--- src/rtl/jk_bank_ctrl_pkg.sv ---
// Shared definitions for the JK bank command sequencer.
//   op_e    : command opcodes carried on cmd_op
//   state_e : sequencer states
package jk_bank_ctrl_pkg;

  localparam int unsigned OP_W = 3;

  typedef enum logic [OP_W-1:0] {
    OP_NOP    = 3'd0,
    OP_CLEAR  = 3'd1,
    OP_SET    = 3'd2,
    OP_LOAD   = 3'd3,
    OP_TOGGLE = 3'd4,
    OP_CNT_UP = 3'd5,
    OP_CNT_DN = 3'd6,
    OP_RSVD   = 3'd7
  } op_e;

  typedef enum logic [1:0] {
    ST_IDLE  = 2'd0,
    ST_APPLY = 2'd1,
    ST_STEP  = 2'd2,
    ST_DONE  = 2'd3
  } state_e;

endpackage

--- src/rtl/jk_step_gen.sv ---
// Counter toggle-vector generator for a bank of JK cells.
//   q    in  : current bank value
//   dir  in  : 0 = count up, 1 = count down
//   tog  out : bits to toggle for one count step
//   wrap out : step wraps the counter (all bits toggle)
module jk_step_gen #(
  parameter int unsigned WIDTH = 4
) (
  input  logic [WIDTH-1:0] q,
  input  logic             dir,
  output logic [WIDTH-1:0] tog,
  output logic             wrap
);

  logic run_c;

  // Bit i toggles when all lower bits are 1 (up) or all 0 (down).
  always_comb begin
    tog   = '0;
    run_c = 1'b1;
    for (int i = 0; i < int'(WIDTH); i++) begin
      tog[i] = run_c;
      run_c  = run_c & (dir ? ~q[i] : q[i]);
    end
    wrap = &tog;
  end

endmodule

--- src/rtl/jk_bank_ctrl.sv ---
// Command sequencer driving J/K/enable of a JK flip-flop bank.
//   clk, reset           : clock, synchronous active-high reset
//   cmd_valid/cmd_ready  : command handshake (accepted only in IDLE)
//   cmd_op/data/count    : opcode, LOAD value or TOGGLE mask, COUNT steps
//   bank_q               : bank outputs fed back
//   bank_j/bank_k/bank_en: bank drive, captured by the bank on negedge
//   busy, done           : command in progress, completion pulse
//   result, carry        : bank value at completion, COUNT wrapped flag
module jk_bank_ctrl
  import jk_bank_ctrl_pkg::*;
#(
  parameter int unsigned WIDTH = 4,
  parameter int unsigned CNT_W = 4
) (
  input  logic             clk,
  input  logic             reset,
  input  logic             cmd_valid,
  output logic             cmd_ready,
  input  logic [OP_W-1:0]  cmd_op,
  input  logic [WIDTH-1:0] cmd_data,
  input  logic [CNT_W-1:0] cmd_count,
  input  logic [WIDTH-1:0] bank_q,
  output logic [WIDTH-1:0] bank_j,
  output logic [WIDTH-1:0] bank_k,
  output logic             bank_en,
  output logic             busy,
  output logic             done,
  output logic [WIDTH-1:0] result,
  output logic             carry
);

  state_e           state_q;
  op_e              op_q;
  logic [CNT_W-1:0] cnt_q;

  logic [WIDTH-1:0] tog_c;
  logic             wrap_c;
  logic             dir_c;

  // Direction comes from the incoming opcode on accept, from the latched one while stepping.
  always_comb begin
    dir_c = 1'b0;
    if (state_q == ST_IDLE) dir_c = (cmd_op == OP_CNT_DN);
    else                    dir_c = (op_q == OP_CNT_DN);
  end

  jk_step_gen #(.WIDTH(WIDTH)) u_step_gen (
    .q    (bank_q),
    .dir  (dir_c),
    .tog  (tog_c),
    .wrap (wrap_c)
  );

  // Sequencer: outputs are set on the edge entering the state they belong to.
  always_ff @(posedge clk) begin
    if (reset) begin
      state_q   <= ST_IDLE;
      op_q      <= OP_NOP;
      cnt_q     <= '0;
      cmd_ready <= 1'b1;
      bank_j    <= '0;
      bank_k    <= '0;
      bank_en   <= 1'b0;
      busy      <= 1'b0;
      done      <= 1'b0;
      result    <= '0;
      carry     <= 1'b0;
    end else begin
      done <= 1'b0;
      case (state_q)
        ST_IDLE: begin
          if (cmd_valid) begin
            cmd_ready <= 1'b0;
            busy      <= 1'b1;
            carry     <= 1'b0;
            op_q      <= op_e'(cmd_op);
            case (op_e'(cmd_op))
              OP_CLEAR: begin
                bank_j  <= '0;
                bank_k  <= '1;
                bank_en <= 1'b1;
                state_q <= ST_APPLY;
              end
              OP_SET: begin
                bank_j  <= '1;
                bank_k  <= '0;
                bank_en <= 1'b1;
                state_q <= ST_APPLY;
              end
              OP_LOAD: begin
                bank_j  <= cmd_data;
                bank_k  <= ~cmd_data;
                bank_en <= 1'b1;
                state_q <= ST_APPLY;
              end
              OP_TOGGLE: begin
                bank_j  <= cmd_data;
                bank_k  <= cmd_data;
                bank_en <= 1'b1;
                state_q <= ST_APPLY;
              end
              OP_CNT_UP, OP_CNT_DN: begin
                if (cmd_count != '0) begin
                  // First step issued straight from the accept edge.
                  bank_j  <= tog_c;
                  bank_k  <= tog_c;
                  bank_en <= 1'b1;
                  carry   <= wrap_c;
                  cnt_q   <= cmd_count - CNT_W'(1);
                  state_q <= ST_STEP;
                end else begin
                  done    <= 1'b1;
                  result  <= bank_q;
                  state_q <= ST_DONE;
                end
              end
              default: begin
                done    <= 1'b1;
                result  <= bank_q;
                state_q <= ST_DONE;
              end
            endcase
          end
        end
        ST_APPLY: begin
          bank_j  <= '0;
          bank_k  <= '0;
          bank_en <= 1'b0;
          done    <= 1'b1;
          result  <= bank_q;
          state_q <= ST_DONE;
        end
        ST_STEP: begin
          if (cnt_q == '0) begin
            bank_j  <= '0;
            bank_k  <= '0;
            bank_en <= 1'b0;
            done    <= 1'b1;
            result  <= bank_q;
            state_q <= ST_DONE;
          end else begin
            bank_j  <= tog_c;
            bank_k  <= tog_c;
            carry   <= carry | wrap_c;
            cnt_q   <= cnt_q - CNT_W'(1);
          end
        end
        ST_DONE: begin
          busy      <= 1'b0;
          cmd_ready <= 1'b1;
          state_q   <= ST_IDLE;
        end
        default: state_q <= ST_IDLE;
      endcase
    end
  end

endmodule

--- config.mk ---
export PLATFORM = sky130hd
export DESIGN_NAME = jk_bank_ctrl
export DESIGN_NICKNAME = d
export VERILOG_FILES = /design/src/rtl/jk_bank_ctrl_pkg.sv /design/src/rtl/jk_step_gen.sv /design/src/rtl/jk_bank_ctrl.sv
export SDC_FILE = /design/constraint.sdc
export NUM_CORES = 1
export LEC_CHECK = 0
export BUFFER_PORTS_ARGS = -buffer_cell sky130_fd_sc_hd__buf_2
export CAP_MARGIN = 15
export CORE_ASPECT_RATIO = 0.9
export CORE_MARGIN = 3
export CORE_UTILIZATION = 49
export DETAILED_ROUTE_END_ITERATION = 7
export GPL_TIMING_DRIVEN = 0
export PLACE_DENSITY_LB_ADDON = 0.15
export RECOVER_POWER = 50
export SETUP_SLACK_MARGIN = 0.05
export SYNTH_ARGS = -nofsm -noshare
export SYNTH_HDL_FRONTEND = slang
export SYNTH_SLANG_ARGS = --single-unit
--- constraint.sdc ---
create_clock -name clk -period 1.9 [get_ports clk]
set_input_delay 0 -clock clk [delete_from_list [all_inputs] [get_ports clk]]
set_output_delay 0 -clock clk [all_outputs]
set_load 0.01 [all_outputs]
==> impl_metrics.toml <==
[run_status]
status = "finished, violations left"
violations = "setup timing"

[clocking]
clockBufferDepth = 2
h-tree-depth = 1
insertion_delay_ps = 270
cts_tree = "yes"
cts.clk_slew.worst_paths_ps = 100
cts_root_buffer = "clkbuf_8"
cts-buffers-inserted = 3
clock_sink_count = 26

[worst_setup_path]
cp-start-kind = "register"
r2r_cells = 8
arrival_ps = 2110
end_kind = "register"
r2r_setup_slack_ps = -6
r2r_start = "state_q[1]"
required_ps = 2100
path_class = "reg2reg"
r2r_end = "bank_j[2]"
path_max_fanout = 3

[synth]
synth_compound_area_share_pct = 27.2
yosysWarnings = 0
synth_xor_area_share_pct = 2.58
synthMuxAreaShare_pct = 7.36
synth_top_family_by_area = "compound AO/OA/AOI/OAI gates"
ys.flop_type = "dfxtp_1"
synth-simple-area-share_pct = 20.3
synth_nets = 231
synth_area_mm2 = 0.00165
synthArstFlopShare_pct = 0
synthAdderAreaFrac_pct = 3.79
yosysUniqueCellTypes = 46
avgSynthCellArea_um2 = 7.93
synth_edf_count = 0
yosysSeqAreaShare_pct = 31.6
syn-instance-count = 208
synth-seq-cells = 26

[sta]
finalCriticalPeriod_ps = 1910
finalHoldViolations = 0
rsz0062_at_grt = "yes"
fin_hold_ws_ps = 13.3
post-route-period-util_pct = 100
max_freq_ghz = 0.525
slew_viol_final = 0
setup_viol = 1
skew_ps = 3.66
fin_ws_ps = -5.96
tightestPinTransition_ps = 532
maxSlewHeadroom_pct = 64.2

[finish]
antenna_cells = 0
stdcell_count = 300
finish.net_count = 282
layout-drive-gt1-share_pct = 25.6
nFillCells = 303
synthToLayoutAreaGrowth_pct = 33.2

[detailed_routing]
drc = 0
drt-vias-per-instance = 5.66
wire_per_inst_um = 15.3
drt_iter0_markers = 157
drt_pass1_iterations = 4
dr_total_vias = 1699
ant_nets = 0
wl_um = 4580

[global_routing]
grt_max_degree = 16
overflow = 0
grt_pass1_wl_um = 7180
grt_usage_pct = 22.9
grt_pass1_vias = 1513
antenna_found_initial = 0

[die]
initial_core_util_pct = 52.6
die_h_um = 61.0
dieArea_mm2 = 0.00410
die_w_um = 67.2
io_pins = 35
core_area_mm2 = 0.00314
rows = 19

[place]
dpl.cell_count = 282
globalplace.congestion = 0.871
port_buffers = 32
dpl.hpwl_um = 3100

[power_and_ir_drop]
power-per-cell-area_mw_per_mm2 = 1490
vdd_ir_drop_max_v = 0.000928
power.leakage_uw = 0.000856

[hold_path]
hold_path.startpoint = "bank_q[2]"
hold_path_depth = 3
hp-class = "in2reg"
hold_end = "result[2]"

[run]
maxCapViolCount = 0
==> routing by layer <==
layer / track usage (%) / part of all wire (%) / vias up
li1: - / - / 849
met1: 33.5 / 46 / 791
met2: 37.0 / 48 / 57
met3: 4.20 / 6.1 / 2
met4: 1.73 / 0.15 / 0
met5: 0 / 0 / -
==> power breakdown <==
group / leakage (uW) / internal (uW) / total [uW] / switching [uW]
registers: 0.000215 / 734 / 859 / 125
logic: 0.000606 / 898 / 1950 / 1050
clock network: 0.0000357 / 282 / 472 / 190
==> cells by family (layout without fill, tap and decap cells) <==
kind of cell / Yosys count / count (layout)
flops: 26 / 26
buf+inv: 25 / 75
fa+ha+maj: 5 / 5
compound gates: 68 / 68
mux: 12 / 12
simple gates: 68 / 68
xor+xnor: 4 / 4
==> cells in the final DEF, fill, tap and decap left out, drive strengths merged <==
master / instances
ha: 5
dlygate4sd3: 3
o22ai: 5
o31ai: 2
o21bai: 1
dlygate4sd1: 1
or4: 1
o31a: 1
nor2: 25
a221oi: 1
buf: 35
a211oi: 3
dfxtp: 26
bufinv: 1
clkbuf: 23
o21ai: 15
nand3b: 4
and2: 1
a21boi: 3
o211ai: 4
xor2: 2
inv: 12
a41o: 1
or3: 3
nor3: 1
nor4: 1
xnor2: 2
nand3: 10
o41ai: 1
a31oi: 2
a311oi: 3
mux2i: 11
nand2b: 4
nand2: 16
o221ai: 2
nor4bb: 1
a21oi: 23
nand4: 1
o2111ai: 1
mux2: 1
==> registers in the layout, summed over array words and instances, names as in the netlist <==
name	cells
bank_k	4
done	1
cnt_q	4
cmd_ready	1
bank_en	1
bank_j	4
op_q	3
busy	1
result	4
state_q	2
carry	1
==> critical path, cell delays in order (launching register included) <==
cell	delay, ps
dfxtp_2	350
inv_2	50
ha_4	170
nor4bb_4	300
a41o_4	160
mux2_4	320
a311oi_2	250
a21oi_1	110
nor3_1	130
==> through the flow <==
| step | cell area, um2 | utilization (%) | setup TNS, ps | setup slack, ps | total power, uW |
|---|---|---|---|---|---|
| after CTS | 2110 | 67.1 | 0 | 6.69 | 3090 |
| after global placement | 1870 | 59.5 | -1850 | -320 | 2320 |
| final | 2200 | 70.0 | -5.96 | -5.96 | 3280 |
| after floorplan | 1650 | - | -41.6 | -41.6 | 1930 |
| after global routing | 2200 | 70.0 | -263 | -93.4 | 3520 |
| after detailed placement | 1870 | 59.5 | -1970 | -315 | 2330 |
==> synth_stat cells (2+ instances only) <==
master / instances / share of area (%)
buf_2: 3 / 0.91
nand3b_1: 4 / 1.8
nor2_1: 25 / 5.7
buf_1: 2 / 0.46
o21ai_0: 14 / 4.2
clkbuf_1: 4 / 0.91
inv_1: 12 / 2.7
o22ai_1: 4 / 1.5
a211oi_1: 3 / 1.4
nand2b_1: 4 / 1.5
a21oi_1: 23 / 7.0
ha_1: 5 / 3.8
nand2_1: 16 / 3.6
o221ai_1: 2 / 1.1
nand3_1: 9 / 2.7
or3_1: 3 / 1.1
xnor2_1: 2 / 1.1
dfxtp_1: 26 / 32
buf_4: 2 / 0.91
o211ai_1: 4 / 1.8
o31ai_1: 2 / 0.91
a311oi_1: 3 / 1.6
a21boi_0: 3 / 1.4
mux2i_1: 11 / 6.7
==> cell type report <==
type,count,area (um2),area share [%]
clock buffer,3,41.3,1.88
buffer,12,88.8,4.04
multi-input combinational,157,1160,52.7
timing repair buffer,47,259,11.8
clock inverter,1,30.0,1.37
inverter,12,45.0,2.05
sequential,26,523,23.8
tap,42,52.6,2.39
==> worst max path at each step <==
stage	start	endpoint	slack, ps	depth (start not counted)
after floorplan	state_q[0]	bank_j[2]	-40	8
after global placement	state_q[0]	bank_j[3]	-320	9
after detailed placement	state_q[0]	bank_j[2]	-310	8
after CTS	state_q[1]	bank_j[2]	7	8
after global routing	state_q[1]	bank_j[2]	-90	8
final	state_q[1]	bank_j[2]	-6	8
==> repair_timing <==
item                                    in CTS  in global routing
pin swaps                                    6                  5
hold buffers                                 3                  0
endpoints found under the hold margin        8                  0
endpoints found under the setup margin      13                 14
buffers inserted                             7                  5
gates resized for setup                     23                 14
No activity file was read; power rests on OpenSTA's default activity.
